--- config.mk ---
export PLATFORM = sky130hd
export DESIGN_NAME = md5_block_engine_flat
export DESIGN_NICKNAME = d
export VERILOG_FILES = /design/src/rtl/md5_pkg.sv /design/src/rtl/md5_block_engine_if.sv /design/src/rtl/md5_step.sv /design/src/rtl/md5_block_engine.sv /design/src/flat_wrapper.sv
export SDC_FILE = /design/constraint.sdc
export NUM_CORES = 2
export LEC_CHECK = 0
export BUFFER_PORTS_ARGS = -buffer_cell sky130_fd_sc_hd__buf_2
export CORE_MARGIN = 3
export CORE_UTILIZATION = 46
export CTS_CLUSTER_DIAMETER = 40
export DETAILED_ROUTE_END_ITERATION = 8
export GPL_TIMING_DRIVEN = 0
export PLACE_DENSITY = 0.65
export SLEW_MARGIN = 20
export SYNTH_ARGS = -nofsm -noshare
export SYNTH_HDL_FRONTEND = slang
export SYNTH_SLANG_ARGS = --single-unit
--- constraint.sdc ---
create_clock -name clk_i -period 14.2 [get_ports clk_i]
set_input_delay 0.71 -clock clk_i [delete_from_list [all_inputs] [get_ports clk_i]]
set_output_delay 0.71 -clock clk_i [all_outputs]
set_load 0.1 [all_outputs]
--- src/rtl/md5_pkg.sv ---
// MD5 constants and helpers shared by the block engine and its step datapath.
// Holds the K[0:63] additive constants, the per-step rotate amounts s[0:63],
// the initial chaining value, the engine state type, the message-word index
// function g(j) and the round function F/G/H/I.
// No ports. Optional build macro MD5_BSWAP_EN is consumed by md5_block_engine.
package md5_pkg;

  typedef enum logic [1:0] {
    ST_IDLE,
    ST_RUN,
    ST_ADD,
    ST_DONE
  } md5_state_e;

  localparam logic [31:0] IV_A = 32'h67452301;
  localparam logic [31:0] IV_B = 32'hefcdab89;
  localparam logic [31:0] IV_C = 32'h98badcfe;
  localparam logic [31:0] IV_D = 32'h10325476;

  localparam logic [31:0] MD5_K [64] = '{
    32'hd76aa478, 32'he8c7b756, 32'h242070db, 32'hc1bdceee,
    32'hf57c0faf, 32'h4787c62a, 32'ha8304613, 32'hfd469501,
    32'h698098d8, 32'h8b44f7af, 32'hffff5bb1, 32'h895cd7be,
    32'h6b901122, 32'hfd987193, 32'ha679438e, 32'h49b40821,
    32'hf61e2562, 32'hc040b340, 32'h265e5a51, 32'he9b6c7aa,
    32'hd62f105d, 32'h02441453, 32'hd8a1e681, 32'he7d3fbc8,
    32'h21e1cde6, 32'hc33707d6, 32'hf4d50d87, 32'h455a14ed,
    32'ha9e3e905, 32'hfcefa3f8, 32'h676f02d9, 32'h8d2a4c8a,
    32'hfffa3942, 32'h8771f681, 32'h6d9d6122, 32'hfde5380c,
    32'ha4beea44, 32'h4bdecfa9, 32'hf6bb4b60, 32'hbebfbc70,
    32'h289b7ec6, 32'heaa127fa, 32'hd4ef3085, 32'h04881d05,
    32'hd9d4d039, 32'he6db99e5, 32'h1fa27cf8, 32'hc4ac5665,
    32'hf4292244, 32'h432aff97, 32'hab9423a7, 32'hfc93a039,
    32'h655b59c3, 32'h8f0ccc92, 32'hffeff47d, 32'h85845dd1,
    32'h6fa87e4f, 32'hfe2ce6e0, 32'ha3014314, 32'h4e0811a1,
    32'hf7537e82, 32'hbd3af235, 32'h2ad7d2bb, 32'heb86d391
  };

  localparam logic [4:0] MD5_S [64] = '{
    5'd7, 5'd12, 5'd17, 5'd22, 5'd7, 5'd12, 5'd17, 5'd22,
    5'd7, 5'd12, 5'd17, 5'd22, 5'd7, 5'd12, 5'd17, 5'd22,
    5'd5, 5'd9,  5'd14, 5'd20, 5'd5, 5'd9,  5'd14, 5'd20,
    5'd5, 5'd9,  5'd14, 5'd20, 5'd5, 5'd9,  5'd14, 5'd20,
    5'd4, 5'd11, 5'd16, 5'd23, 5'd4, 5'd11, 5'd16, 5'd23,
    5'd4, 5'd11, 5'd16, 5'd23, 5'd4, 5'd11, 5'd16, 5'd23,
    5'd6, 5'd10, 5'd15, 5'd21, 5'd6, 5'd10, 5'd15, 5'd21,
    5'd6, 5'd10, 5'd15, 5'd21, 5'd6, 5'd10, 5'd15, 5'd21
  };

  // Message word used by step j; all arithmetic is naturally mod 16.
  function automatic logic [3:0] md5_msg_idx(input logic [5:0] j);
    logic [3:0] jl;
    logic [3:0] idx;
    jl = j[3:0];
    case (j[5:4])
      2'd0:    idx = jl;
      2'd1:    idx = 4'd5 * jl + 4'd1;
      2'd2:    idx = 4'd3 * jl + 4'd5;
      default: idx = 4'd7 * jl;
    endcase
    return idx;
  endfunction

  function automatic logic [31:0] md5_round_fn(input logic [5:0] j,
                                               input logic [31:0] b,
                                               input logic [31:0] c,
                                               input logic [31:0] d);
    logic [31:0] f;
    case (j[5:4])
      2'd0:    f = (b & c) | (~b & d);
      2'd1:    f = (d & b) | (~d & c);
      2'd2:    f = b ^ c ^ d;
      default: f = c ^ (b | ~d);
    endcase
    return f;
  endfunction

  function automatic logic [31:0] bswap32(input logic [31:0] x);
    return {x[7:0], x[15:8], x[23:16], x[31:24]};
  endfunction

endpackage

--- src/rtl/md5_block_engine_if.sv ---
// Block-in / digest-out handshake bundle of md5_block_engine.
//   blk_valid_i/blk_ready_o : block handshake, blk_i 512-bit block, first_i/last_i flags
//   dig_valid_o/dig_ready_i : digest handshake, digest_o {D,C,B,A}
//   busy_o                  : engine is compressing
// Signal suffixes are from the engine's point of view; the engine uses the
// slave modport, the padder/consumer side uses master.
interface md5_block_engine_if;
  logic         blk_valid_i;
  logic         blk_ready_o;
  logic [511:0] blk_i;
  logic         first_i;
  logic         last_i;
  logic         dig_valid_o;
  logic         dig_ready_i;
  logic [127:0] digest_o;
  logic         busy_o;

  modport slave (
    input  blk_valid_i, blk_i, first_i, last_i, dig_ready_i,
    output blk_ready_o, dig_valid_o, digest_o, busy_o
  );

  modport master (
    output blk_valid_i, blk_i, first_i, last_i, dig_ready_i,
    input  blk_ready_o, dig_valid_o, digest_o, busy_o
  );
endinterface

--- src/rtl/md5_step.sv ---
// One combinational MD5 step j applied to working state (A,B,C,D).
//   a_in..d_in : working state before the step
//   msg        : 16-word block, word w at [32w+31:32w]
//   j          : step number 0..63
//   a_out..d_out : working state after the step
module md5_step
  import md5_pkg::*;
(
  input  logic [31:0]  a_in,
  input  logic [31:0]  b_in,
  input  logic [31:0]  c_in,
  input  logic [31:0]  d_in,
  input  logic [511:0] msg,
  input  logic [5:0]   j,
  output logic [31:0]  a_out,
  output logic [31:0]  b_out,
  output logic [31:0]  c_out,
  output logic [31:0]  d_out
);

  logic [31:0] m_word;
  logic [31:0] sum;
  logic [63:0] rot;

  always_comb begin
    m_word = msg[{md5_msg_idx(j), 5'b00000} +: 32];
    sum    = a_in + md5_round_fn(j, b_in, c_in, d_in) + MD5_K[j] + m_word;
    // Upper half of the doubled word shifted left is the 32-bit rotate-left.
    rot    = {sum, sum} << MD5_S[j];
    a_out  = d_in;
    b_out  = b_in + rot[63:32];
    c_out  = b_in;
    d_out  = c_in;
  end

endmodule

--- src/rtl/md5_block_engine.sv ---
// Iterative MD5 compression engine with hash chaining across blocks.
//   clk_i  : clock, rising edge
//   rst_i  : asynchronous active-low reset
//   bus    : md5_block_engine_if.slave (block in, digest out, busy)
// STEPS_PER_CYCLE (1, 2 or 4) md5_step instances are chained per clock.
// Build macro MD5_BSWAP_EN: byte-reverse each message word on input and each
// digest word on output, for big-endian byte streams.
//
// state   | meaning
// IDLE    | ready for a block; accept loads message and working state
// RUN     | STEPS_PER_CYCLE steps per clock until step 63 is done
// ADD     | fold working state into chain; publish digest on last block
// DONE    | digest valid, held until the consumer takes it
module md5_block_engine
  import md5_pkg::*;
#(
  parameter int STEPS_PER_CYCLE = 1
) (
  input logic               clk_i,
  input logic               rst_i,
  md5_block_engine_if.slave bus
);

  if (!(STEPS_PER_CYCLE == 1 || STEPS_PER_CYCLE == 2 || STEPS_PER_CYCLE == 4)) begin : g_bad_spc
    $error("md5_block_engine: STEPS_PER_CYCLE must be 1, 2 or 4");
  end

  localparam logic [5:0] LAST_CNT = 6'(64 - STEPS_PER_CYCLE);
  localparam logic [5:0] CNT_INC  = 6'(STEPS_PER_CYCLE);

  md5_state_e   state, state_nxt;
  logic         ready_q;
  logic         blk_fire;
  logic [5:0]   step_cnt;
  logic [511:0] msg_in, msg_q;
  logic         last_q;
  logic [31:0]  work_a, work_b, work_c, work_d;
  logic [31:0]  chain_a, chain_b, chain_c, chain_d;
  logic [127:0] dig_q;

  logic [31:0] sa [STEPS_PER_CYCLE+1];
  logic [31:0] sb [STEPS_PER_CYCLE+1];
  logic [31:0] sc [STEPS_PER_CYCLE+1];
  logic [31:0] sd [STEPS_PER_CYCLE+1];

  // ready_q is only ever high in IDLE, so it also qualifies the accept.
  assign blk_fire = bus.blk_valid_i & ready_q;

  always_comb begin
    msg_in = '0;
    for (int w = 0; w < 16; w++) begin
`ifdef MD5_BSWAP_EN
      msg_in[32*w +: 32] = bswap32(bus.blk_i[32*w +: 32]);
`else
      msg_in[32*w +: 32] = bus.blk_i[32*w +: 32];
`endif
    end
  end

  assign sa[0] = work_a;
  assign sb[0] = work_b;
  assign sc[0] = work_c;
  assign sd[0] = work_d;

  for (genvar i = 0; i < STEPS_PER_CYCLE; i++) begin : g_step
    md5_step u_step (
      .a_in  (sa[i]),
      .b_in  (sb[i]),
      .c_in  (sc[i]),
      .d_in  (sd[i]),
      .msg   (msg_q),
      .j     (step_cnt + 6'(i)),
      .a_out (sa[i+1]),
      .b_out (sb[i+1]),
      .c_out (sc[i+1]),
      .d_out (sd[i+1])
    );
  end

  always_comb begin
    state_nxt = state;
    case (state)
      ST_IDLE: if (blk_fire) state_nxt = ST_RUN;
      ST_RUN:  if (step_cnt == LAST_CNT) state_nxt = ST_ADD;
      ST_ADD:  state_nxt = last_q ? ST_DONE : ST_IDLE;
      ST_DONE: if (bus.dig_ready_i) state_nxt = ST_IDLE;
      default: state_nxt = ST_IDLE;
    endcase
  end

  always_ff @(posedge clk_i or negedge rst_i) begin
    if (!rst_i) begin
      state   <= ST_IDLE;
      ready_q <= 1'b0;
    end else begin
      state   <= state_nxt;
      ready_q <= (state_nxt == ST_IDLE);
    end
  end

  always_ff @(posedge clk_i or negedge rst_i) begin
    if (!rst_i) begin
      step_cnt <= '0;
      msg_q    <= '0;
      last_q   <= 1'b0;
      work_a   <= '0;
      work_b   <= '0;
      work_c   <= '0;
      work_d   <= '0;
      chain_a  <= IV_A;
      chain_b  <= IV_B;
      chain_c  <= IV_C;
      chain_d  <= IV_D;
      dig_q    <= '0;
    end else begin
      case (state)
        ST_IDLE: begin
          if (blk_fire) begin
            msg_q    <= msg_in;
            last_q   <= bus.last_i;
            step_cnt <= '0;
            if (bus.first_i) begin
              work_a  <= IV_A;
              work_b  <= IV_B;
              work_c  <= IV_C;
              work_d  <= IV_D;
              chain_a <= IV_A;
              chain_b <= IV_B;
              chain_c <= IV_C;
              chain_d <= IV_D;
            end else begin
              work_a <= chain_a;
              work_b <= chain_b;
              work_c <= chain_c;
              work_d <= chain_d;
            end
          end
        end
        ST_RUN: begin
          work_a   <= sa[STEPS_PER_CYCLE];
          work_b   <= sb[STEPS_PER_CYCLE];
          work_c   <= sc[STEPS_PER_CYCLE];
          work_d   <= sd[STEPS_PER_CYCLE];
          step_cnt <= step_cnt + CNT_INC;
        end
        ST_ADD: begin
          chain_a <= chain_a + work_a;
          chain_b <= chain_b + work_b;
          chain_c <= chain_c + work_c;
          chain_d <= chain_d + work_d;
          if (last_q) begin
            dig_q <= {chain_d + work_d, chain_c + work_c, chain_b + work_b, chain_a + work_a};
          end
        end
        default: ;
      endcase
    end
  end

  assign bus.blk_ready_o = ready_q;
  assign bus.dig_valid_o = (state == ST_DONE);
  assign bus.busy_o      = (state == ST_RUN) || (state == ST_ADD);

`ifdef MD5_BSWAP_EN
  assign bus.digest_o = {bswap32(dig_q[127:96]), bswap32(dig_q[95:64]),
                         bswap32(dig_q[63:32]), bswap32(dig_q[31:0])};
`else
  assign bus.digest_o = dig_q;
`endif

endmodule

--- src/flat_wrapper.sv ---
// flat-port wrapper written by rule: the top's interface ports become plain ports
module md5_block_engine_flat import md5_pkg::*;
#(
  parameter int STEPS_PER_CYCLE = 1
)
  (clk_i, rst_i, bus_blk_valid_i, bus_blk_i, bus_first_i, bus_last_i, bus_dig_ready_i, bus_blk_ready_o, bus_dig_valid_o, bus_digest_o, bus_busy_o);
  md5_block_engine_if bus_i ();
  input logic clk_i;
  input logic rst_i;
  input wire logic [$bits(bus_i.blk_valid_i)-1:0] bus_blk_valid_i;
  input wire logic [$bits(bus_i.blk_i)-1:0] bus_blk_i;
  input wire logic [$bits(bus_i.first_i)-1:0] bus_first_i;
  input wire logic [$bits(bus_i.last_i)-1:0] bus_last_i;
  input wire logic [$bits(bus_i.dig_ready_i)-1:0] bus_dig_ready_i;
  output wire logic [$bits(bus_i.blk_ready_o)-1:0] bus_blk_ready_o;
  output wire logic [$bits(bus_i.dig_valid_o)-1:0] bus_dig_valid_o;
  output wire logic [$bits(bus_i.digest_o)-1:0] bus_digest_o;
  output wire logic [$bits(bus_i.busy_o)-1:0] bus_busy_o;
  assign bus_i.blk_valid_i = bus_blk_valid_i;
  assign bus_i.blk_i = bus_blk_i;
  assign bus_i.first_i = bus_first_i;
  assign bus_i.last_i = bus_last_i;
  assign bus_i.dig_ready_i = bus_dig_ready_i;
  assign bus_blk_ready_o = bus_i.blk_ready_o;
  assign bus_dig_valid_o = bus_i.dig_valid_o;
  assign bus_digest_o = bus_i.digest_o;
  assign bus_busy_o = bus_i.busy_o;
  md5_block_engine #(.STEPS_PER_CYCLE(STEPS_PER_CYCLE)) u_core (.clk_i(clk_i), .rst_i(rst_i), .bus(bus_i));
endmodule
After elaboration in Yosys (flattened, before gate mapping)
Memory sizes are Yosys's and may differ from the RTL's.
Index checks and enable logic that the tools add are counted.
Cells by class
  add/subtract/negate cells: 11
  $mul: 3
  divide/modulo/power cells: 0
  magnitude comparators: 1
  equality and inequality tests: 7
  shift operators: 2
  muxes and demuxes: 29
  bitwise gates (word level): 14
  reductions and logical operators: 10
Operator list (number)
  one-hot mux 32 bit (2 select lines): 8
  variable part select 512 x 10 -> 32 bit: 1
  2-to-1 mux 32 bit: 10
  adder 32 bit: 8
  AND 32 bit: 4
  OR 32 bit: 3
  one-hot mux 32 bit (3 select lines): 1
  bitwise XOR 32 bit: 3
  NOT 32 bit: 2
  left shift 64 x 5 -> 64 bit: 1
  one-hot mux 4 bit (3 select lines): 1
  one-hot mux 6 bit (2 select lines): 1
  2-to-1 mux 5 bit: 2
  multiplier 3 x 4 -> 4 bit, first input constant: 2
  2-to-1 mux 2 bit: 4
  one-hot mux 2 bit (4 select lines): 1
  AND reduction 2 bit: 4
  >= comparator 7 bit, second input constant: 1
  NOT 6 -> 7 bit: 1
  adder 6 x 1 -> 6 bit, second input constant: 1
  == test 2 bit, second input constant: 3
  == test 6 bit, second input constant: 1
  logical NOT 2 bit: 3
  2-to-1 mux 6 bit: 1
  other kinds (8): 10
Storage, ports and cells
  register bits: 906
  bits in latches: 0
  memory bits (writable): 0
  bits in read-only memories: 2368
  output and inout port bits: 131
  word-level logic and storage cells: 93
  memories: 2
Memories
  (no name shown): words 64, bits a word 32, read ports 1, clocked after Yosys merged registers in 0, wr ports 0, RTL line md5_step.sv:27  | sum = a_in + md5_round_fn(j, b_in, c_in, d_in) + MD5_K[j] + m_word;
  (no name shown): words 64, bits a word 5, read ports 1, clocked after Yosys merged registers in 0, wr ports 0, RTL line md5_step.sv:29  | rot = {sum, sum} << MD5_S[j];

Logic depth before layout (Yosys ltp)
  depth in word-level cells: 10
  gate-level depth with buffers: 47

Modules after synthesis
Synthesis repeated with hierarchy kept, for this count alone.
Unflattened totals
  cell total of the unflattened synthesis: 6431
  area, all modules: 56955.9 µm²
Modules (own cells, without submodules)
  md5_block_engine: times used 1, cells an instance 4258, area an instance 40415.0 µm², sequential area each 22751.8 µm²
  md5_step: times used 1, cells an instance 2173, area an instance 16540.9 µm², sequential area each 0.0 µm²

Worst setup path after synthesis
Ideal clock, no wire load.
  path kind: reg2reg
  start: reg u_core.step_cnt[0]
  end: reg u_core.work_b[30]
  setup time: 0.094 ns
  arrival time: 10.853 ns
  required time: 14.106 ns
  path slack: 3.253 ns
  cell stages (with the launch flop): 46
  path buffers: 4
  clock period less this slack: 10.947 ns
  cell sequence: dfrtp_1 clkbuf_1 inv_1 ha_1 clkbuf_1 inv_1 mux2i_1 a21oi_1 clkbuf_1 clkbuf_1 mux4_2 a211oi_1 a21oi_1 fa_1 inv_1 fa_1 inv_1 ha_1 [... 10 more ...] nand3_1 a21bo_2 o21ai_0 mux2i_1 ha_1 fa_1 a21o_1 a21o_1 a21oi_1 o211ai_1 a21o_1 a32oi_1 a31oi_1 and3_1 or4_1 a21oi_1 nor2_1 a211oi_1
Between the ends
  longest elaborated chain between the ends: 9
  elaborated cells between the ends (all ways): 19
Ends and longest elaborated chain
  start: declaration: RTL line md5_block_engine.sv:34  | logic [5:0] step_cnt;
  start signal: assignment: RTL line md5_block_engine.sv:144  | step_cnt <= step_cnt + CNT_INC;
  branches (longest 6 deep; another with adder 32 bit)
  left shift 64 x 5 -> 64 bit *: RTL line md5_step.sv:29
  adder 32 bit *: RTL line md5_step.sv:31  | b_out = b_in + rot[63:32];
  one-hot mux 32 bit (2 select lines) *: RTL line md5_block_engine.sv:116  | case (state)
  end signal: assignment: RTL line md5_block_engine.sv:133  | work_b <= chain_b;
  end signal: assignment: RTL line md5_block_engine.sv:141  | work_b <= sb[STEPS_PER_CYCLE];
  end: declaration: RTL line md5_block_engine.sv:37  | logic [31:0] work_a, work_b, work_c, work_d;
Mark *: on every way between the ends. The select of a mux whose other input is x is not followed.
A chain may end at the register's enable or synchronous reset.

Final worst setup path
Ends and elaborated chain as after synthesis.

==> key figures <==
Status
  – Outcome: completed

Finish
  – Share of layout cells above drive strength 1: 17.4%
  – Area Overhead vs Synth: 19.1%
  – Fillers: 11189
  – Final standard cell utilization of the core: 55.5%
  – Final Instance Count excl. Fillers: 8962
  – # nets final: 8025

Global route
  – Overall routing resource usage: 42.0%
  – Remaining global-route overflow: 0
  – Wire length of the first global-routing pass: 380 mm
  – Number of antenna violations at the first check in global routing: 27
  – Pin count of the biggest net entering global routing: 132
  – Via count of the first global-routing pass: 53742

Placement
  – Quantity of I/O buffers inserted on ports: 648
  – Placed Instances: 8673
  – Half-perimeter wire length of the detailed placement result: 214 mm
  – Routability congestion estimate from global placement: 1.07

Logic synthesis
  – Top_reg_cell synth: dfrtp_1
  – Number of cells produced by synthesis: 6404
  – Number of flops mapped to enable cells by yosys: 0
  – Total of warnings raised by yosys: 0
  – Sequential element share of the synthesized area: 40.5%
  – Portion of synthesized cell area occupied by the leading cell type: 37.5%
  – Share of flip-flops with an asynchronous set or reset after synthesis: 100%
  – Post-Syn Nets: 7220
  – Register bit total from synthesis: 906
  – Post-synthesis area per instance: 8.77 um2
  – Cell types with the largest area share after synthesis: dfrtp_1, nand2_1, mux4_2, ha_1, a21oi_1
  – Netlist area before placement: 56200 um2
  – Leading area contributor after synthesis: dfrtp_1
  – Number of distinct library cells after synthesis: 87

STA
  – Setup repair after global routing missed its margin: false
  – Transition at the pin with the smallest max-transition slack: 1.24 ns
  – Final Max Slew Viols: 0
  – Shortest period the worst path allows: 13.92 ns
  – Fin Clk Skew: 0.0315 ns
  – Worst rel slew slack: 16.8%
  – Share of the clock period used by the worst path: 98.0%
  – Count of endpoints failing hold in the final timing report: 0
  – Number of setup violations in the final report: 0
  – Highest attainable clock frequency: 71.9 MHz

Critical path
  – Cell type of the slowest stage on the worst timing path: dfrtp_2
  – Worst endpoint data arrival time: 14.62 ns
  – Critical path buffers and inverters: 10
  – Delay-heaviest family, CP: compound AO/OA/AOI/OAI gates
  – Biggest fanout along the worst timing path: 11
  – Max incr delay on CP: 0.67 ns
  – Worst setup path category: register to register
  – Nature of the critical path startpoint: register
  – Required time at the worst-slack endpoint: 14.90 ns
  – Crit end category: register

Floorplan
  – Horizontal extent of the die: 355 um
  – Standard-cell rows: 127
  – Initial Utilization: 46.6%
  – DIE AREA: 126000 um2
  – I/O Pins: 649
  – Placeable core region: 121000 um2
  – Die extent in y: 355 um

Drt
  – Overall via count from detail_route: 55090
  – Routed length per instance: 30.1 um
  – Drt drc: 0
  – First DRT Iteration DRCs: 6461
  – Residual antenna-violating net count after detailed routing: 0
  – 1st-pass router iterations: 7
  – Vias per inst: 6.15
  – Overall routed net length: 270 mm

Clock tree
  – CTS tree: built
  – Clk pin slew, worst setup/hold paths: 0.06 ns
  – Number of levels the H-tree was split into: 4
  – Later-pin clock latency in the skew report: 0.80 ns
  – CTS max path bufs: 3
  – Number of buffers inserted during clock tree synthesis: 144
  – Num Clock Sinks: 906
  – Clock tree root buffer cell: clkbuf_16

Worst hold path
  – Worst Hold Class: input pin to register

Flow run
  – Max-cap violations: 0
[cells in the mapped netlist, drive strengths merged (72+ instances only)]
library cell and number:
mux4 140, a21oi 366, inv 236, ha 226, o21ai 247, dfrtp 842
a31oi 94, xnor2 135, nand3 83, nor2 322, clkbuf 322, a21o 77
nand2 2024, mux2i 109, fa 72
[cells in the final DEF, fill, tap and decap left out, drive strengths merged, types with 37 or more instances in the layout]
cell type	instances
mux2	56
inv	258
mux4	140
dfstp	64
clkinv	38
nor2	322
ha	226
buf	711
nand3	83
a221oi	66
dfrtp	842
clkbuf	501
xor2	70
o221ai	43
o21a	37
fa	72
o21ai	247
mux2i	109
o22ai	51
a21oi	366
nand2	2024
xnor2	135
o211ai	38
a211oi	52
a22o	53
o22a	51
a31oi	94
a21o	77
nor3	57
[flip-flops by register name (all words and copies together), names as in the netlist, 6 cells and up]
signal / count
u_core.bus.digest_o: 128
u_core.chain_a: 32
u_core.chain_b: 32
u_core.chain_c: 32
u_core.chain_d: 32
u_core.msg_q: 512
u_core.step_cnt: 6
u_core.work_a: 32
u_core.work_b: 32
u_core.work_c: 32
u_core.work_d: 32
[per-stage QoR]
stage	instance area, um2	setup slack, ns	TNS (ns)	hold slack (ns)
after detailed placement	61700	-1.39	-16.22	0.457
after global placement	61400	-7.67	-6405.81	0.454
after global routing	66900	0.0102	0	0.100
final	66900	0.284	0	0.0959
after floorplan	56200	3.25	0	0.414
after CTS	66800	0.0171	0	0.0590
[final timing paths]
check                                  startpoint                     end  slack, ns  depth (start not counted)
hold reg to reg            u_core.bus.digest_o[7]  u_core.bus.digest_o[7]       0.47                          2
max in group asynchronous                   rst_i      u_core.chain_c[27]      11.81                          5
setup / recovery               u_core.step_cnt[0]       u_core.work_b[30]       0.28                         46
min in group asynchronous                   rst_i       u_core.chain_a[6]       0.49                          2
hold / removal                     bus_blk_i[363]       u_core.msg_q[363]        0.1                          3
setup reg to reg               u_core.step_cnt[0]       u_core.work_b[30]       0.28                         46
[routing by layer]
metal  share of wire [%]  GRT usage [%]
met1                  37           52.0
met2                  45           64.7
met4                 7.9           28.7
met3                  10           10.4
met5               0.030              0
[layout make-up]
type                       count  area (um2)  area share, %
clock inverter                92        1100           1.65
clock buffer                 176        3960           5.92
antenna                       19        47.5         0.0711
multi-input combinational   4881       31100           46.5
buffer                       380        1500           2.24
tap                         1612        2020           3.02
sequential                   906       22800           34.0
timing repair buffer         659        3510           5.24
inverter                     237         893           1.34
[logic make-up (layout without fill, tap and decap cells)]
logic type	count (synthesis)	in the layout	synth area share, %
other cells	0	19	0
buf+inv	617	1544	4.17
simple gates	2685	2685	19.2
fa+ha+maj	329	329	8.15
mux	305	305	8.68
xor+xnor	207	207	3.29
compound gates	1355	1355	16.0
flops	906	906	40.5
[worst reg2reg max path, delay by kind of cell, from the launching register on]
family,cells,cell delay (ns)
AND/OR/NAND/NOR,5,1.26
multiplexers,5,1.82
flip-flops,1,0.67
AO/OA/AOI/OAI,18,4.22
XOR/XNOR,1,0.29
buffers and inverters,10,2.69
adder cells (fa/ha/maj),7,2.87
[what timing repair did]
item / CTS / global route
pin swaps: 0 / 0
gates resized for setup: 8 / 29
endpoints found under the setup margin: 25 / 14
buffers inserted: 1 / 0
endpoints found under the hold margin: 59 / 0
cloned: 0 / 0
hold buffers: 1 / 0
Power is not shown: default switching activity piles up to over one toggle a cycle in this logic, so the estimate is an artifact.
